===== src/rtl/md_sched_pkg.sv =====
// Shared definitions for the multiply/divide scheduler: FSM encodings,
// stall bus layout and stop/go constants.
package md_sched_pkg;

  typedef enum logic [1:0] {
    MD_IDLE = 2'd0,
    MD_BUSY = 2'd1,
    MD_DONE = 2'd2
  } md_state_t;

  localparam int STALL_W = 6;
  typedef logic [STALL_W-1:0] StallBus;

  localparam int EX_STALL = 3;

  localparam logic Stop   = 1'b1;
  localparam logic NoStop = 1'b0;

endpackage


===== src/rtl/md_sched_hilo_reg.sv =====
// HI/LO register pair. A unit result commits both halves; mthi/mtlo write one.
module hilo_reg (
  input  logic        clk,
  input  logic        rst,
  input  logic        res_we,
  input  logic [31:0] res_hi,
  input  logic [31:0] res_lo,
  input  logic        hi_we,
  input  logic        lo_we,
  input  logic [31:0] wdata,
  input  logic        rd_hi,
  input  logic        rd_lo,
  output logic [31:0] rdata
);

  logic [31:0] hi;
  logic [31:0] lo;

  always_ff @(posedge clk) begin
    if (rst) begin
      hi <= 32'd0;
      lo <= 32'd0;
    end else if (res_we) begin
      hi <= res_hi;
      lo <= res_lo;
    end else begin
      if (hi_we) hi <= wdata;
      if (lo_we) lo <= wdata;
    end
  end

  always_comb begin
    rdata = 32'd0;
    if (rd_hi)      rdata = hi;
    else if (rd_lo) rdata = lo;
  end

endmodule


===== src/rtl/md_sched.sv =====
// Sequencer for the shared iterative mult/div unit: start pulse, EX stall,
// timeout abort and HI/LO commit.
//
// state   | meaning
// MD_IDLE | no op in flight; a mult/div in EX raises stall and launches
// MD_BUSY | unit running; EX stalled until md_done or timeout
// MD_DONE | result committed; wait for EX to advance so the op is not reissued
module md_sched
  import md_sched_pkg::*;
#(
  parameter int TIMEOUT = 64,
  parameter int CNT_W   = 7
) (
  input  logic        clk,
  input  logic        rst,
  input  logic [5:0]  stall,
  input  logic        inst_div,
  input  logic        inst_divu,
  input  logic        inst_mult,
  input  logic        inst_multu,
  input  logic        inst_mthi,
  input  logic        inst_mtlo,
  input  logic        inst_mfhi,
  input  logic        inst_mflo,
  input  logic [31:0] src_a,
  input  logic [31:0] src_b,
  output logic        md_start,
  output logic        md_is_div,
  output logic        md_signed,
  output logic [31:0] md_a,
  output logic [31:0] md_b,
  input  logic        md_done,
  input  logic [31:0] md_hi,
  input  logic [31:0] md_lo,
  output logic        stallreq_ex,
  output logic [31:0] hilo_rdata,
  output logic        md_timeout
);

  md_state_t        state;
  logic [CNT_W-1:0] cnt;

  logic md_req;
  logic div0;
  logic launch;
  logic ex_go;
  logic res_we;
  logic unused_stall;

  assign md_req = inst_div | inst_divu | inst_mult | inst_multu;
  assign div0   = (inst_div | inst_divu) & (src_b == 32'd0);
  assign launch = (state == MD_IDLE) & md_req & ~div0;
  assign ex_go  = (stall[EX_STALL] == NoStop);
  assign res_we = (state == MD_BUSY) & md_done;

  assign unused_stall = ^{stall[5:4], stall[2:0]};

  // Depends only on state and op flags so the stall controller sees no loop.
  assign stallreq_ex = launch | (state == MD_BUSY);

  always_ff @(posedge clk) begin
    if (rst) begin
      state      <= MD_IDLE;
      md_start   <= 1'b0;
      md_a       <= 32'd0;
      md_b       <= 32'd0;
      md_is_div  <= 1'b0;
      md_signed  <= 1'b0;
      md_timeout <= 1'b0;
      cnt        <= '0;
    end else begin
      md_start <= 1'b0;
      case (state)
        MD_IDLE: begin
          if (launch) begin
            md_start  <= 1'b1;
            md_a      <= src_a;
            md_b      <= src_b;
            md_is_div <= inst_div | inst_divu;
            md_signed <= inst_div | inst_mult;
            cnt       <= '0;
            state     <= MD_BUSY;
          end
        end
        MD_BUSY: begin
          cnt <= cnt + 1'b1;
          if (md_done) begin
            state <= MD_DONE;
          end else if (cnt == CNT_W'(TIMEOUT - 1)) begin
            md_timeout <= 1'b1;
            state      <= MD_DONE;
          end
        end
        MD_DONE: begin
          if (stall[EX_STALL] == NoStop) state <= MD_IDLE;
        end
        default: state <= MD_IDLE;
      endcase
    end
  end

  hilo_reg u_hilo (
    .clk    (clk),
    .rst    (rst),
    .res_we (res_we),
    .res_hi (md_hi),
    .res_lo (md_lo),
    .hi_we  (inst_mthi & ex_go),
    .lo_we  (inst_mtlo & ex_go),
    .wdata  (src_a),
    .rd_hi  (inst_mfhi),
    .rd_lo  (inst_mflo),
    .rdata  (hilo_rdata)
  );

endmodule


===== config.mk =====
export PLATFORM = sky130hd
export DESIGN_NAME = md_sched
export DESIGN_NICKNAME = d
export VERILOG_FILES = /design/src/rtl/md_sched_pkg.sv /design/src/rtl/md_sched_hilo_reg.sv /design/src/rtl/md_sched.sv
export SDC_FILE = /design/constraint.sdc
export NUM_CORES = 1
export LEC_CHECK = 0
export CORE_MARGIN = 3
export CORE_UTILIZATION = 47
export CTS_CLUSTER_SIZE = 20
export DETAILED_ROUTE_END_ITERATION = 7
export MAX_ROUTING_LAYER = met4
export PLACE_DENSITY_LB_ADDON = 0.25
export SLEW_MARGIN = 20
export SYNTH_ARGS = -nofsm -noshare
export SYNTH_HDL_FRONTEND = slang
export SYNTH_SLANG_ARGS = --single-unit

===== constraint.sdc =====
create_clock -name clk -period 3.33 [get_ports clk]
set_input_delay 0.333 -clock clk [delete_from_list [all_inputs] [get_ports clk]]
set_output_delay 0.333 -clock clk [all_outputs]
set_load 0.02 [all_outputs]

After elaboration in Yosys (flattened, before gate mapping)
Cells that the tools add are included.

Reductions and logical operators: 10. Eq/ne operators: 6. Mux-type cells: 14. Add/sub/neg operators: 1. Bitwise operators: 15.

Operators by type and width (number): 32-bit two-way mux (6); 32-bit zero test (1); 7-bit case mux with 2 select lines (1); 2-bit two-way mux (4); 7-bit by 1-bit adder with 7-bit output, second input constant (1); 7-bit by 6-bit equality test with 1-bit output, second input constant (1); 7-bit two-way mux (1); 1-bit bitwise AND (6); 2-bit case mux with 3 select lines (1); 3-bit AND reduction (2); 2-bit nonzero test (3); 1-bit OR (5); 2-bit != test, second input constant (2); 1-bit NOT (4); 2-bit AND reduction (2); 3-bit by 2-bit != test with 1-bit output, second input constant (1); 2-bit by 1-bit equality test with 1-bit output, second input constant (1); 2-bit equality test, second input constant (1); 2-bit zero test (1); 2-bit OR reduction (1); 1-bit two-way mux (1).

Input bits: 145. Flip-flop bits (word level): 141.

Logic depth before layout (Yosys ltp)
Gate-level depths: netlist (run 1).

Depth after elaboration: 7. Mapped depth: 8. Depth with buffers taken out: 6.

Modules after synthesis
From an unflattened synthesis (run 1), not the netlist that was laid out.

Cell total of the unflattened synthesis: 771. Area, all modules: 6764.0 um^2.

Modules (own cells, without submodules): hilo_reg (times used 1, area an instance 3644.7 um^2, cells each 391, sequential area each 1281.2 um^2); md_sched (times used 1, area an instance 3119.2 um^2, cells each 380, sequential area each 1541.5 um^2).

Worst setup path before layout (run 1)
Ideal clock, no wire load.

Path type: input to register. Start point: input src_b[16]. End point: register md_a[21]. Buffers on the path: 3. Stages on the path: 8. Arrival: 1671 ps. Library setup time: 71 ps. Path slack: 1588 ps. Cells stage by stage: or4_4 -> nor2_2 -> and3_1 -> buf_4 -> buf_8 -> buf_6 -> o21ai_1 -> a21oi_2.

Word-level cells in the longest chain between the ends: 5.

Ends and longest elaborated chain: from (decl) (line md_sched.sv:26) `input logic [31:0] src_b,`; 32-bit zero test (line md_sched.sv:51) `assign div0 = (inst_div | inst_divu) & (src_b == 32'd0);`; 1-bit bitwise AND (line md_sched.sv:51); 1-bit NOT (line md_sched.sv:52) `assign launch = (state == MD_IDLE) & md_req & ~div0;`; 1-bit bitwise AND (line md_sched.sv:52); 2-bit AND reduction (no source line); to (signal assigned) (line md_sched.sv:77) `md_a <= src_a;`; to (decl) (line md_sched.sv:30) `output logic [31:0] md_a,`.

No other way between the ends. A chain may end at the register's enable or synchronous reset.

Worst setup path after layout (run 1)
Start point: input src_b[0]. End point: output stallreq_ex.

Word-level cells in the longest chain between the ends: 5.

Ends and longest elaborated chain: 32-bit zero test (line md_sched.sv:51); 1-bit bitwise AND (line md_sched.sv:51); 1-bit NOT (line md_sched.sv:52); 1-bit bitwise AND (line md_sched.sv:52); 1-bit OR (line md_sched.sv:59) `assign stallreq_ex = launch | (state == MD_BUSY);`; to (decl) (line md_sched.sv:35) `output logic stallreq_ex,`.

No other way between the ends.

==> results of run 1 <==
## layer usage
layer / track usage, % / vias up / share of wire [%]
li1: - / 3274 / -
met1: 37.4 / 3076 / 42
met2: 42.2 / 300 / 46
met3: 7.06 / 38 / 9.4
met4: 10.8 / 0 / 2.4
met5: - / - / 0
## cell usage in the layout (no fill, tap or decap), types with 17 or more instances in the layout
| cell type | count |
|---|---|
| clkbuf_16 | 17 |
| o21ai_1 | 19 |
| buf_4 | 21 |
| nor3_1 | 66 |
| nor2_1 | 72 |
| o21ai_0 | 78 |
| nand2_1 | 75 |
| a21oi_2 | 22 |
| nand3_1 | 65 |
| a211oi_1 | 65 |
| dfxtp_1 | 141 |
| clkdlybuf4s50_1 | 238 |
| and2_1 | 33 |
| a21oi_1 | 52 |
## logic make-up after synthesis
logic type,synth area share [%]
xor+xnor,0.278
compound gates,23.8
fa+ha+maj,0.199
flops,44.8
mux,0.159
simple gates,25.2
buf+inv,5.54
## how the worst max path moves through the flow
stage | end | slack (ps) | cells past startpoint
after floorplan | md_a[21]$_SDFFE_PP0P_ | 1590 | 8
after global placement | md_is_div$_SDFFE_PP0P_ | 530 | 7
after detailed placement | md_is_div$_SDFFE_PP0P_ | 490 | 7
after CTS | stallreq_ex | 520 | 6
after global routing | stallreq_ex | 500 | 6
final | stallreq_ex | 560 | 6
## registers in the layout (all words and copies together) (netlist names)
register,count
md_a,32
md_b,32
u_hilo.hi,32
u_hilo.lo,32
cnt,7
state,2
md_is_div,1
md_signed,1
md_start,1
md_timeout,1
## per-stage QoR
step                      hold WS, ps  setup WS (ps)  instances
after floorplan                   452           1590        807
after global placement            451            528       1163
after detailed placement          460            486       1163
after CTS                         442            525       1194
after global routing              483            502       1194
final                             465            562       1194
## power by group
part           leakage (nW)  internal (mW)  switching (mW)
Combinational          1.91          0.617           0.757
Clock                 0.293           1.25           0.686
Sequential             1.17           1.88          0.0942
Total                  3.37           3.75            1.54
## final cells by class
cell class / instances / share of cell area (%)
clock buffer: 25 / 5.29
inverter: 1 / 0.0401
sequential: 141 / 30.2
timing repair buffer: 261 / 27.4
multi-input combinational: 588 / 33.7
clock inverter: 6 / 1.15
tap: 172 / 2.30
==> results.tsv, run 1 <==
metric	value	unit
status	finished clean	
vias	6688	
synth_seq_area_share	44.8	%
rsz0062_at_grt	false	
wl_per_cell	17.3	µm
cp_common_cell	clkdlybuf4s50_1	
critPathMaxFanout	4	
tightest_slew	723	ps
syn_area	0.00630	mm²
ctsResizeCount	0	
syn_area_per_cell	7.81	µm²
holdPathStages	2	
cp-end-kind	output port	
start_util	48.9	%
yosysUniqueCellTypes	38	
final_hold_viol_count	0	
cp_num_buf_inv	2	
fillers	1052	
slew_violations	0	
grt_pass1_vias	6228	
grt_max_degree	70	
fin_skew	8.08	ps
utilization	72.7	%
synthTopCellsByCount	141 x dfxtp_1, 78 x o21ai_0, 75 x nand2_1, 72 x nor2_1, 67 x nor3_1	
critPathLaunchType	input pin	
grtUsageTotal	28.4	%
fin_crit	2770	ps
hold_path.class	in2reg	
syn_inst	807	
cts_root_buffer	clkbuf_16	
finalNetCount	1156	
cts_tree	yes	
drive_gt1_share	7.93	%
clock_path_buffers	2	
synth_edf_count	0	
p_per_area	565	mW/mm²
maxSlewHeadroom	51.8	%
ant_nets	0	
drt_wl_total	20700	µm
ys_ff_latch	141	
io_pins	246	
vdd_drop_max	362	µV
port_buffers	240	
gp_congestion	0.927	
max_freq	361	MHz
hpwlAfterDp	13900	µm
dpl_cell_area	0.00876	mm²
die_area	0.0148	mm²
antenna_found_initial	0	
finalPower	5.29	mW
drc	0	
regToRegStartpoint	state[0]$_SDFFE_PP0P_	
hold_end	md_timeout$_SDFFE_PP0P_	
drv_cap	0	
drt-pass1-iter-count	5	
grt_overflow	0	
holdBufCountCts	0	
yosys_warnings	0	
slowest_stage	clkdlybuf4s50_1	
r2r-end	u_hilo.hi[4]$_SDFFE_PP0P_	
synth_largest_area_cell	dfxtp_1	
period_share	83.1	%
yosysMostFrequentCell	dfxtp_1	
path_class	in2out	
path_cells	clkdlybuf4s50_1 > nor4_1 > and3_1 > and3_2 > o21ai_2 > clkdlybuf4s50_1	
min_from	rst	
antenna_cells	0	
synth_top_area_share	44.8	%
fp.coreArea	0.0129	mm²
cp.arrival	2440	ps
die_w	122	µm
path_delay_family	buffers and inverters	
grt_pass1_wl	32300	µm
via_per_inst	5.60	
max_stage_delay	590	ps
syn_nets	953	
ys.flop_type	dfxtp_1	
synth_area_leaders	dfxtp_1 45%, a211oi_1 7.7%, o21ai_0 6.2%	
setup-violations-final	0	
area_growth_syn_to_layout	48.6	%
cts_sinks	141	
power.leakage	3.37	nW
clk_pin_slew	50	ps
multi_input_area	0.00315	mm²
async_reset_ff_share	0	%
clk_latency	420	ps
postCtsSetupRepairBufs	0	
cp.required	3000	ps
num_rows	41	
drt_iter0_drc	693	
timing.setup.tns	0	ps
seq_area	0.00282	mm²
htree_levels	4	
die_h	122	µm
crit_start	src_b[0]	
cts_made_buffers	17	
ff2ff_setup_slack	900	ps
r2r_cells	8	
final_area	0.00936	mm²
Power figures use the tool's default switching activity.
==> inputs of run 2 (changes only) <==
--- a/config.mk
+++ b/config.mk
@@ -6,7 +6,7 @@
 export NUM_CORES = 1
 export LEC_CHECK = 0
 export CORE_MARGIN = 3
-export CORE_UTILIZATION = 47
+export CORE_UTILIZATION = 44
 export CTS_CLUSTER_SIZE = 20
 export DETAILED_ROUTE_END_ITERATION = 7
 export MAX_ROUTING_LAYER = met4
==> constraint.sdc (replaced) <==
create_clock -name clk -period 2.7 [get_ports clk]
set_input_delay 0.27 -clock clk [delete_from_list [all_inputs] [get_ports clk]]
set_output_delay 0.27 -clock clk [all_outputs]
set_load 0.02 [all_outputs]
==> run 2 against run 1 <==
Effect of this change: via count rose by 0.25%; combinational power rose by 27%; sequential power rose by 23%; die area rose by 6.5%; cell area rose by 1.9%; clock power rose by 30%; worst hold slack got worse by 86 ps; sequential share of layout area fell by 0.57 points; first-iteration DRC count fell by 22%; highest routed layer unchanged.
==> results.tsv, run 2 (same netlist as run 1, synthesis figures left out) <==
metric	value	unit
status	finished clean	
cp.required	2430	ps
start_util	45.2	%
hpwlAfterDp	14600	µm
r2r_cells	8	
ff2ff_setup_slack	520	ps
fin_cells	1207	
top_layer	met4	
final_cell_mix	238 x clkdlybuf4s50_1, 141 x dfxtp_1, 78 x o21ai_0, 75 x nand2_1, 72 x nor2_1	
drc	0	
drt-met1-wl	9430	µm
drive_gt1_share	8.76	%
period_share	94.5	%
num_rows	43	
die_h	126	µm
drt_iter0_drc	538	
dp.cells	1175	
ant_nets	0	
cts_made_buffers	17	
path_class	in2out	
vdd_drop_max	374	µV
fp.coreArea	0.0139	mm²
port_buffers	240	
cp_common_cell	clkdlybuf4s50_1	
routed-wl-met2	9790	µm
via_per_inst	5.56	
grt_pass1_wl	33100	µm
slowest_stage	clkdlybuf4s50_1	
maxSlewHeadroom	50.4	%
timing.setup.tns	0	ps
path_cells	clkdlybuf4s50_1 > or4_4 > nor2_2 > and3_2 > o21ai_2 > clkdlybuf4s50_1	
critPathMaxFanout	4	
setup-violations-final	0	
rsz0062_at_grt	false	
antenna_cells	0	
crit_start	src_b[16]	
p_per_area	702	mW/mm²
fillers	1168	
grt_max_degree	70	
postCtsSetupRepairBufs	0	
tightest_slew	742	ps
cts_tree	yes	
cp-end-kind	output port	
wl_met3	1360	µm
final_hold_viol_count	0	
layout_commonest_cell	clkdlybuf4s50_1	
critPathLaunchType	input pin	
slew_violations	0	
regToRegStartpoint	state[0]$_SDFFE_PP0P_	
fin_skew	8.27	ps
clk_latency	410	ps
grt_overflow	0	
antenna_found_initial	0	
cp.arrival	2280	ps
clock_path_buffers	2	
cts_sinks	141	
die_w	126	µm
hold_path.class	in2reg	
power.leakage	3.45	nW
path_delay_family	buffers and inverters	
grt_pass1_vias	6239	
r2r-end	u_hilo.hi[7]$_SDFFE_PP0P_	
drt_wl_total	21100	µm
drt-pass1-iter-count	5	
grtUsageTotal	26.8	%
htree_levels	4	
gp_congestion	0.848	
cp_num_buf_inv	2	
area_growth_syn_to_layout	51.4	%
drv_cap	0	
die_area	0.0158	mm²
clk_pin_slew	60	ps
cts_root_buffer	clkbuf_16	
cp.depth	6	
max_freq	392	MHz
wl_per_cell	17.5	µm
endpoint	stallreq_ex	
fin_crit	2550	ps
vias	6705	
finalNetCount	1160	
io_pins	246	
max_stage_delay	580	ps
## run 2: layer usage
layer  GRT usage [%]  vias up
li1                -     3277
met1            36.3     3148
met2            39.7      248
met3            5.64       32
met4            9.82        0
met5               -        -
## run 2: timing repair
item / 4_1_cts / 5_1_grt
setup endpoints to repair: 0 / 1
gates resized for setup: 0 / 1
hold endpoints to repair: 0 / 0
hold buffers: 0 / 0
## run 2: power by group
group,leakage [nW],internal (mW),switching [mW]
clock,0.316,1.64,0.876
combinational,1.97,0.791,0.948
sequential,1.17,2.32,0.120
## run 2: cell type report
| class | instances | area (µm²) | area share, % |
|---|---|---|---|
| well taps | 180 | 225 | 2.36 |
| multi-input cells | 588 | 3160 | 33.1 |
| clock buffers | 22 | 484 | 5.07 |
| flip-flops and latches | 141 | 2820 | 29.6 |
| repair buffers | 265 | 2680 | 28.1 |
| inverters | 1 | 3.75 | 0.0393 |
| clock inverters | 10 | 160 | 1.68 |
## run 2: how the worst min path moves through the flow
stage	startpoint	to	depth (start not counted)
finish	rst	md_timeout$_SDFFE_PP0P_	2
global route	rst	md_a[7]$_SDFFE_PP0P_	2
CTS	rst	md_timeout$_SDFFE_PP0P_	2
detailed placement	md_a[29]$_SDFFE_PP0P_	md_a[29]$_SDFFE_PP0P_	2
global placement	md_a[29]$_SDFFE_PP0P_	md_a[29]$_SDFFE_PP0P_	2
floorplan	src_b[0]	md_b[0]$_SDFFE_PP0P_	2
## run 2: stage by stage
stage / util, % / power, mW / area [µm²] / hold WS, ps / setup WS, ps
after floorplan: - / 3.39 / 6300 / 406 / 1020
after global placement: 63.8 / 4.19 / 8880 / 452 / 162
after detailed placement: 63.8 / 4.22 / 8890 / 463 / 91.9
after CTS: 68.4 / 6.75 / 9540 / 351 / 73.6
after global routing: 68.5 / 7.00 / 9540 / 404 / 32.7
final: 68.5 / 6.70 / 9540 / 379 / 147
